--- src/rtl/iodec_select_gen.sv ---
// iodec_select_gen: masked I/O address decode to one-hot active-low selects, level or fixed-length pulse per channel
module iodec_select_gen #(
   parameter int CHANNELS = 4,
   parameter int ADDR_W   = 8,
   parameter int PULSE_W  = 3
) (
   input  logic                         MasterClock,
   input  logic                         Reset,
   input  logic [ADDR_W-1:0]            Addr,
   input  logic                         IoStrobe,
   input  logic [CHANNELS*ADDR_W-1:0]   ChBase,
   input  logic [CHANNELS*ADDR_W-1:0]   ChMask,
   input  logic [CHANNELS*PULSE_W-1:0]  ChPulseLen,
   input  logic [CHANNELS-1:0]          ChMode,
   output logic [CHANNELS-1:0]          SelL,
   output logic                         Hit,
   output logic                         MultiHit,
   output logic                         Busy
);
   localparam int CW = CHANNELS > 1 ? $clog2(CHANNELS) : 1;
   typedef enum logic [1:0] {IDLE, LEVEL, PULSE, WAIT_REL} state_t;
   state_t state_q, state_d;
   logic [PULSE_W-1:0] cnt_q, cnt_d, len;
   logic [CW-1:0] ch_q, ch_d, win;
   logic [CHANNELS-1:0] match, sel_q, sel_d;
   logic hit_q, multi_q, any;

   for (genvar i = 0; i < CHANNELS; i++) begin : g_match
      assign match[i] = IoStrobe & (((Addr ^ ChBase[i*ADDR_W +: ADDR_W]) & ChMask[i*ADDR_W +: ADDR_W]) == '0);
   end

   always_comb begin
      win = '0;
      for (int i = CHANNELS - 1; i >= 0; i--) win = match[i] ? CW'(i) : win;
   end

   assign any = |match;
   assign len = ChPulseLen[win*PULSE_W +: PULSE_W];

   always_comb begin
      state_d = state_q;
      cnt_d   = cnt_q;
      ch_d    = ch_q;
      sel_d   = '1;
      case (state_q)
         IDLE: if (any) begin
            ch_d    = win;
            sel_d   = ~(CHANNELS'(1) << win);
            cnt_d   = (len == '0) ? '0 : len - PULSE_W'(1);
            state_d = ChMode[win] ? PULSE : LEVEL;
         end
         // Any loss of ownership drops to IDLE, giving a one-cycle all-high gap.
         LEVEL: if (match[ch_q] && win == ch_q) sel_d = sel_q;
                else state_d = IDLE;
         PULSE: if (cnt_q != '0) begin
            cnt_d = cnt_q - PULSE_W'(1);
            sel_d = sel_q;
         end else state_d = IoStrobe ? WAIT_REL : IDLE;
         WAIT_REL: state_d = IoStrobe ? WAIT_REL : IDLE;
         default: state_d = IDLE;
      endcase
   end

   always_ff @(posedge MasterClock) begin
      if (Reset) begin
         state_q <= IDLE;
         cnt_q   <= '0;
         ch_q    <= '0;
         sel_q   <= '1;
         hit_q   <= 1'b0;
         multi_q <= 1'b0;
      end else begin
         state_q <= state_d;
         cnt_q   <= cnt_d;
         ch_q    <= ch_d;
         sel_q   <= sel_d;
         hit_q   <= any;
         multi_q <= |(match & (match - CHANNELS'(1)));
      end
   end

   assign SelL     = sel_q;
   assign Hit      = hit_q;
   assign MultiHit = multi_q;
   assign Busy     = state_q != IDLE;
endmodule

--- config.mk ---
export PLATFORM = sky130hd
export DESIGN_NAME = iodec_select_gen
export DESIGN_NICKNAME = d
export VERILOG_FILES = /design/src/rtl/iodec_select_gen.sv
export SDC_FILE = /design/constraint.sdc
export NUM_CORES = 1
export LEC_CHECK = 0
export CORE_ASPECT_RATIO = 2
export CORE_MARGIN = 8
export CORE_UTILIZATION = 36
export CTS_CLUSTER_DIAMETER = 50
export CTS_CLUSTER_SIZE = 40
export DETAILED_ROUTE_END_ITERATION = 10
export PLACE_DENSITY = 0.81
export REMOVE_ABC_BUFFERS = 1
export SLEW_MARGIN = 30
export SYNTH_ARGS = -nofsm -noshare
export SYNTH_HDL_FRONTEND = slang
export SYNTH_SLANG_ARGS = --single-unit
--- constraint.sdc ---
create_clock -name MasterClock -period 2.9 [get_ports MasterClock]
set_clock_uncertainty 0.05 [all_clocks]
set_input_delay 0.29 -clock MasterClock [delete_from_list [all_inputs] [get_ports MasterClock]]
set_output_delay 0.29 -clock MasterClock [all_outputs]
set_load 0.1 [all_outputs]
-- Yosys cells after proc, flatten, opt, wreduce, memory -nomap -nowiden
Index checks and enable logic that the tools add are counted.
- bits in registers: 13
- bits of input ports: 91
- add/sub/neg operators: 3
- $mul: 1
- $lt $le $gt $ge: 2
- equal/unequal tests: 8
- shift-type cells: 2
- multiplexer cells: 22
- bitwise operators: 14
- reductions and logical operators: 16
- operators with widths (kind ; number):
    8-bit bitwise AND ; 4
    8-bit logical NOT ; 4
    8-bit bitwise XOR ; 4
    2-bit 2-to-1 mux ; 9
    4-bit 2-to-1 mux ; 3
    4-bit one-hot mux with 3 select lines ; 1
    12-bit by 5-bit indexed part select with 3-bit output ; 1
    3-bit 2-to-1 mux ; 3
    2-bit != test (second input constant) ; 4
    2-bit one-hot mux with 4 select lines ; 1
    4-bit OR reduction ; 2
    2-bit by 3-bit less-than comparator with 1-bit output (second input constant) ; 2
    3-bit one-hot mux with 2 select lines ; 1
    3-bit AND reduction ; 2
    3-bit by 1-bit subtractor with 3-bit output (second input constant) ; 2
    1-bit bitwise AND ; 4
    4-bit bitwise AND ; 1
    1-bit binary-select mux with 2-bit select ; 2
    2-bit == test (second input constant) ; 2
    2-bit by 2-bit multiplier with 4-bit output (second input constant) ; 1
    4-bit inverter ; 1
    2-bit AND reduction ; 2
    2-bit nonzero test ; 2
    1-bit by 2-bit left shift with 4-bit output (first input constant) ; 1
    8 further kinds ; 9

-- Logic depth before layout (Yosys ltp)
Gate-level depths: netlist (run 1).
- depth in word-level cells: 14
- depth in mapped cells: 13

-- Worst setup path before layout (run 1)
OpenSTA, ideal clock, no wires.
- path type: input port to flip-flop
- from: input port Addr[2]
- to: register cnt_q[0]
- setup time: 0.071 ns
- data arrival time: 2.318 ns
- setup slack: 0.462 ns
- stages: 10
- path buffers: 0
- cell sequence: xor2_1 -> a222oi_1 -> nand4_2 -> nor2_4 -> a221oi_2 -> o22a_1 -> and2_1 -> ha_1 -> or3_1 -> a21oi_1
- longest elaborated chain between the ends: 14
- elaborated cells between the ends (all ways): 30
- ends and longest elaborated chain (what ; RTL line ; text):
    start: declaration ; 9 ; input logic [ADDR_W-1:0] Addr,
    8-bit bitwise XOR ; 29 ; assign match[i] = IoStrobe & (((Addr ^ ChBase[i*ADDR_W +: ADDR_W]) & ChMask[i*ADDR_W +: ADDR_W]) == '0);
    8-bit bitwise AND ; 29 ;
    8-bit logical NOT ; 29 ;
    1-bit bitwise AND ; 29 ;
    2-bit 2-to-1 mux (4 in a row) ; 34 ; for (int i = CHANNELS - 1; i >= 0; i--) win = match[i] ? CW'(i) : win;
    2-bit by 2-bit multiplier with 4-bit output ; 38 ; assign len = ChPulseLen[win*PULSE_W +: PULSE_W];
    12-bit by 5-bit indexed part select with 3-bit output ; 38 ;
    3-bit by 1-bit subtractor with 3-bit output / 3-bit logical NOT (equally long branches) ; 49 ; cnt_d = (len == '0) ? '0 : len - PULSE_W'(1);
    3-bit 2-to-1 mux ; 49 ;
    3-bit 2-to-1 mux ; 46 ; IDLE: if (any) begin
    3-bit one-hot mux with 2 select lines ; 45 ; case (state_q)
    end signal: assignment ; 74 ; cnt_q <= cnt_d;
    end: declaration ; 23 ; logic [PULSE_W-1:0] cnt_q, cnt_d, len;
Several ways; a longest one is shown, not always the timed one. The select of a mux whose other input is x is not followed.
A chain may end at the register's enable or synchronous reset.

-- Final worst setup path (run 1)
- from: input port Addr[6]
- to: register cnt_q[0]
The elaborated chain is that of the path after synthesis.

==> results of run 1 <==
==> layout by cell type, fill, tap and decap left out, types with 2 or more instances in the layout <==
master,count
nor2_4,2
xor2_1,31
a21oi_1,11
clkbuf_8,3
o22a_1,2
or3_1,2
a221oi_2,2
nor2_1,13
nor3_1,3
ha_1,4
a221oi_1,2
clkdlybuf4s50_1,86
dfxtp_1,13
dlymetal6s2s_1,4
buf_4,38
nand4_1,2
o2bb2ai_1,4
a22oi_1,10
o21ai_0,9
a21boi_0,2
nand2_1,17
o21ai_1,2
a222oi_1,2
nand3_1,4
or2_4,2
inv_1,8
a21oi_2,2
and2_1,2
a31oi_1,2
==> state kept, by name, summed over array words and instances, names as in the netlist <==
register	cells
Hit	1
SelL	4
cnt_q	3
state_q	2
ch_q	2
MultiHit	1
==> per-stage QoR <==
step                       util  total power (W)
after detailed placement  0.688         0.000649
final                     0.713         0.000817
after CTS                 0.702         0.000813
after global routing      0.713         0.000872
after floorplan               -         0.000423
after global placement    0.688         0.000641
==> power breakdown <==
part	switching, W	leakage [nW]	internal, W
Clock	0.0000647	0.0228	0.0000970
Combinational	0.000207	1.01	0.000244
Sequential	0.0000126	0.106	0.000191
==> tightest hold or removal path, stage by stage (launching register included) <==
cell	delay (ns)
dfxtp_1	0.33
a21oi_1	0.06
o21ai_0	0.06
==> cells in the mapped netlist (all sizes together), types with 2 or more instances <==
master | n | area [um2]
o2bb2ai | 4 | 35.0
ha | 4 | 50.1
o21ai | 13 | 76.3
o31ai | 2 | 28.8
nand3 | 5 | 30.0
and2 | 2 | 12.5
o22a | 2 | 17.5
clkbuf | 2 | 7.51
or2 | 2 | 12.5
dfxtp | 13 | 260
nand2 | 17 | 63.8
buf | 3 | 23.8
inv | 8 | 30.0
or3 | 2 | 12.5
a22oi | 10 | 75.1
a31oi | 2 | 12.5
a21boi | 2 | 15.0
xor2 | 32 | 280
nor2 | 16 | 77.6
nor3 | 3 | 15.0
a222oi | 2 | 20.0
a21oi | 13 | 68.8
nand4 | 3 | 25.0
a221oi | 4 | 41.3
==> worst paths after layout <==
kind	slack, ns	cells after the start	end
worst max-delay path	0.12	11	cnt_q[0]$_SDFFE_PP0P_
worst min-delay path	0.42	2	SelL[0]$_SDFFE_PP1P_
worst max register to register	1.10	4	ch_q[0]$_SDFFE_PP0P_
worst min register to register	0.42	2	SelL[0]$_SDFFE_PP1P_
==> routing by layer <==
layer  up-vias  global-route usage
li1        906                   -
met5         -                   0
met3        14              0.0799
met4         0              0.0826
met1       813               0.144
met2        77               0.379
==> layout make-up <==
cell class,count,area (um2)
inverters,8,30.0
flip-flops and latches,13,260
multi-input cells,152,1120
well taps,51,63.8
fillers,298,1090
clock buffers,4,45.0
repair buffers,128,1200
==> repair_timing <==
| action | CTS | global route |
|---|---|---|
| resized for setup | 1 | 12 |
| pin swaps | 1 | 6 |
| endpoints found under the setup margin | 2 | 2 |
| setup buffers | 1 | 1 |
| gates cloned | 0 | 0 |
==> kinds of logic after synthesis <==
group / synth area share
compound gates: 0.333
simple gates: 0.198
fa+ha+maj: 0.0354
mux: 0.00797
xor+xnor: 0.198
buf+inv: 0.0434
flops: 0.184
==> results.cfg, run 1 <==
[status]
status = complete, no violations

[timing]
tightest_slew_ns = 0.648
hold_viol = 0
period_share = 0.959
slew_violations = 0
slew-limit-headroom = 0.567
finalSetupTns_ns = 0
setup_ws_ns = 0.119
holdWs_ns = 0.421
setup_violations = 0
min_period_ns = 2.78
max_freq_mhz = 360

[placed_design]
portBuffers = 97
dp_slack_ns = -0.270
dp_cells = 350
placed_area_um2 = 2620
place_congestion = 0.861
dp_hpwl_um = 5240

[floorplanning]
io_pins = 98
fp.dieH_um = 105
die-area_um2 = 6310
fp-row-count = 32
coreArea_um2 = 3800
initial_core_util = 0.371
die_w_um = 60.3

[worst_setup_path]
crit-reg2reg-launch = state_q[0]$_SDFFE_PP0P_
crit_type = primary input to register
crit_chain = clkdlybuf4s50_1 > xor2_1 > a22oi_1 > and4_2 > buf_4 > a221oi_2 > o22a_1 > and2_1 > ha_1 > or3_1 > a21oi_2
startpoint = Addr[6]
worstPathBufferInverterCount = 2
slowest_stage = clkdlybuf4s50_1
critical-path-top-delay-family = simple AND/OR/NAND/NOR gates
cp-start-kind = primary input
arrival_ns = 2.90
cp-end-kind = register
required_ns = 3.02
crit_fanout = 6
slowest_delay_ns = 0.50

[power]
powerDensity_nw_per_um2 = 301
power_leakage_nw = 1.14
irDropWorstVdd_v = 0.000236

[drt]
drt_pass1_iterations = 4
drtIter0Drc = 47
wl_met2_um = 3470
wl_met3_um = 573
drt-met1-wl_um = 1610
top_layer = met4
drc = 0
wire_per_inst_um = 16.3
vias = 1810
ant_nets = 0
viasPerCell = 5.08
wirelength_um = 5810

[global_route]
first_global_vias = 2070
grt_usage = 0.192
grt_max_degree = 14
grt-ovfl-total = 0
grt_pass1_wl_um = 9500
antenna_found_initial = 0

[clocking]
postCtsHoldBufs = 0
root_buffer = clkbuf_8
cts_max_level = 1
clock_latency_ns = 0.24
cts_max_path_buffers = 2
cts_buffers = 3
tritoncts = done
path_clk_slew_ns = 0.06
cts_sinks = 13

[synthesis]
ys_dominant_reg_cell = dfxtp_1
synth_area_um2 = 1410
synth_edf_count = 0
syn_avg_cell_area_um2 = 7.94
synthCells = 178
async_flop_share = 0
yosysUniqueCellTypes = 48
ys_seq_area_frac = 0.184
yosysWarningCount = 0
ys_seq_elements = 13

[cells_and_area]
instances_no_fill = 356
syn2layout_area_growth_pct = 92.1
drive_gt1_frac = 0.200
layout.nets = 401
finalInstanceArea_um2 = 2710
diodes = 0

[flow_run]
maxCapViolCount = 0

[worst_hold_path]
hp-start = SelL[0]$_SDFFE_PP1P_
hold_class = register to register
No activity file was read; power rests on OpenSTA's default activity.
==> inputs of run 2 (changes only) <==
==> constraint.sdc (replaced) <==
create_clock -name MasterClock -period 2.9 [get_ports MasterClock]
set_clock_uncertainty 0.05 [all_clocks]
set_input_delay 0.435 -clock MasterClock [delete_from_list [all_inputs] [get_ports MasterClock]]
set_output_delay 0.435 -clock MasterClock [all_outputs]
set_load 0.1 [all_outputs]
==> run 2 against run 1 <==
Combinational power hardly changed. Routed wire length increased by 1.2%. Clock power hardly changed. Flip-flop and latch count is the same. Die area unchanged. Clock-buffer cell count fell by 1. Cell count is 0.28% lower.
==> results.cfg, run 2 (synthesized netlist as in run 1, its figures left out) <==
[power]
intPower_w = 0.000531
irDropWorstVdd_v = 0.000231
total_power_w = 0.000821
powerDensity_nw_per_um2 = 301
seqPwrFrac = 0.248
power_leakage_nw = 1.17
combPwrFrac = 0.553
p_switching_w = 0.000290
swShare = 0.354
pwr-share-clk = 0.199

[floorplanning]
fp.dieH_um = 105
initial_core_util = 0.371
fp-row-count = 32
die_w_um = 60.3
coreArea_um2 = 3800
die-area_um2 = 6310
io_pins = 98

[clocking]
cts_max_path_buffers = 2
root_buffer = clkbuf_8
tritoncts = done
cts_sinks = 13
cts_buffers = 3
postCtsHoldBufs = 0
cts_max_level = 1
path_clk_slew_ns = 0.06
clock_latency_ns = 0.24

[worst_hold_path]
hold_class = register to register
min_path_cells = 2

[drt]
vias = 1835
wire_per_inst_um = 16.6
viasPerCell = 5.17
wirelength_um = 5880
drtIter0Drc = 59
drt_pass1_iterations = 4
ant_nets = 0
drc = 0

[worst_setup_path]
slowest_stage = clkdlybuf4s50_1
startpoint = Addr[1]
crit-reg2reg-launch = state_q[0]$_SDFFE_PP0P_
crit_type = primary input to register
cpMostUsedCell = buf_4
r2r_end = ch_q[0]$_SDFFE_PP0P_
slowest_delay_ns = 0.62
cp-end-kind = register
crit_fanout = 6
cp-start-kind = primary input
required_ns = 3.02
arrival_ns = 2.93
crit_chain = clkdlybuf4s50_1 > xor2_1 > nand2_1 > nand4_1 > buf_4 > nor2_4 > buf_4 > o21ai_4 > o21ai_1 > and2_4 > ha_1 > or3_1 > a21oi_2
worst_r2r_path_depth = 4
r2r_setup_slack_ns = 1.07
crit_path_end = cnt_q[0]$_SDFFE_PP0P_

[timing]
max_freq_mhz = 356
min_period_ns = 2.81
period_share = 0.970
hold_viol = 0
slew_violations = 0
setup_ws_ns = 0.0880
setup_violations = 0
finalSetupTns_ns = 0
holdWs_ns = 0.417
tightest_slew_ns = 0.673
slew-limit-headroom = 0.550

[cells_and_area]
drive_gt1_frac = 0.207
diodes = 0
layout.nets = 400
final_cell_mix = 78 x clkdlybuf4s50_1, 35 x buf_4, 32 x xor2_1, 17 x nand2_1
syn2layout_area_growth_pct = 92.8
finalInstanceArea_um2 = 2720
largest_reg_flops = 4
final_common_cell = clkdlybuf4s50_1

[placed_design]
place_congestion = 0.859
dp_hpwl_um = 5210
dp_slack_ns = -0.413
placed_area_um2 = 2600
portBuffers = 97

[global_route]
grt_usage = 0.192
first_global_vias = 2011
grt_max_degree = 14
grt-ovfl-total = 0
grt_pass1_wl_um = 9330
antenna_found_initial = 0

[flow_run]
maxCapViolCount = 0

[status]
status = complete, no violations
## run 2: cell count changes in the layout (fill, tap and decap cells not counted), moves of 2 or more
cell	before	now
a22oi_1	10	7
a22oi_2	0	3
buf_4	38	35
buf_6	0	2
clkdlybuf4s50_1	86	78
dlygate4sd2_1	0	5
dlymetal6s2s_1	4	7
o21ai_1	2	4
## run 2: repair_timing
item / 4_1_cts / 5_1_grt
pin swaps: 8 / 11
buffers inserted: 2 / 1
resized for setup: 15 / 13
endpoints found under the setup margin: 2 / 6
## run 2: final cells by class
| cell class | count | area (um2) |
|---|---|---|
| clock buffer | 3 | 41.3 |
| clock inverter | 1 | 5.00 |
| fill | 307 | 1080 |
| inverter | 8 | 30.0 |
| multi-input combinational | 152 | 1130 |
| sequential | 13 | 260 |
| tap | 51 | 63.8 |
| timing repair buffer | 127 | 1200 |
## run 2: worst min path at each step
stage / start / to / slack, ns
after floorplan: ch_q[0]$_SDFFE_PP0P_ / ch_q[0]$_SDFFE_PP0P_ / 0.40
after global placement: SelL[1]$_SDFFE_PP1P_ / SelL[1]$_SDFFE_PP1P_ / 0.40
final: SelL[0]$_SDFFE_PP1P_ / SelL[0]$_SDFFE_PP1P_ / 0.42
after global routing: SelL[0]$_SDFFE_PP1P_ / SelL[0]$_SDFFE_PP1P_ / 0.45
after CTS: SelL[0]$_SDFFE_PP1P_ / SelL[0]$_SDFFE_PP1P_ / 0.42
after detailed placement: SelL[0]$_SDFFE_PP1P_ / SelL[0]$_SDFFE_PP1P_ / 0.41
## run 2: per-layer routing
| metal | global-route usage | share of wire | vias up |
|---|---|---|---|
| li1 | - | - | 911 |
| met1 | 0.140 | 0.29 | 838 |
| met2 | 0.383 | 0.59 | 74 |
| met3 | 0.0774 | 0.092 | 12 |
| met4 | 0.0861 | 0.026 | 0 |
| met5 | 0 | 0 | - |
## run 2: per-stage QoR
step / instances / util
after floorplan: 173 / -
after global placement: 348 / 0.684
after detailed placement: 348 / 0.684
after CTS: 354 / 0.705
after global routing: 355 / 0.716
final: 355 / 0.716
## run 2: power by group through the flow
| stage | clock (W) | sequential (W) | combinational (W) |
|---|---|---|---|
| final | 0.000163 | 0.000204 | 0.000454 |
| after global routing | 0.000177 | 0.000206 | 0.000493 |
| after CTS | 0.000166 | 0.000204 | 0.000445 |
| after detailed placement | 0 | 0.000207 | 0.000438 |
| after global placement | 0 | 0.000207 | 0.000430 |
| after floorplan | 0 | 0.000216 | 0.000207 |
## run 2: critical path: cells and delay by family
family / cells / cell delay, ns
buffers and inverters: 3 / 0.91
AND/OR/NAND/NOR: 5 / 0.80
AO/OA/AOI/OAI: 3 / 0.42
XOR/XNOR: 1 / 0.18
adder cells (fa/ha/maj): 1 / 0.18
==> inputs of run 3 (changes only) <==
CAP_MARGIN = 0   (was unset)
SLEW_MARGIN = 10   (was 30)
==> results of run 3 <==
No change in the layout: final DEF, timing and power equal those of run 2.
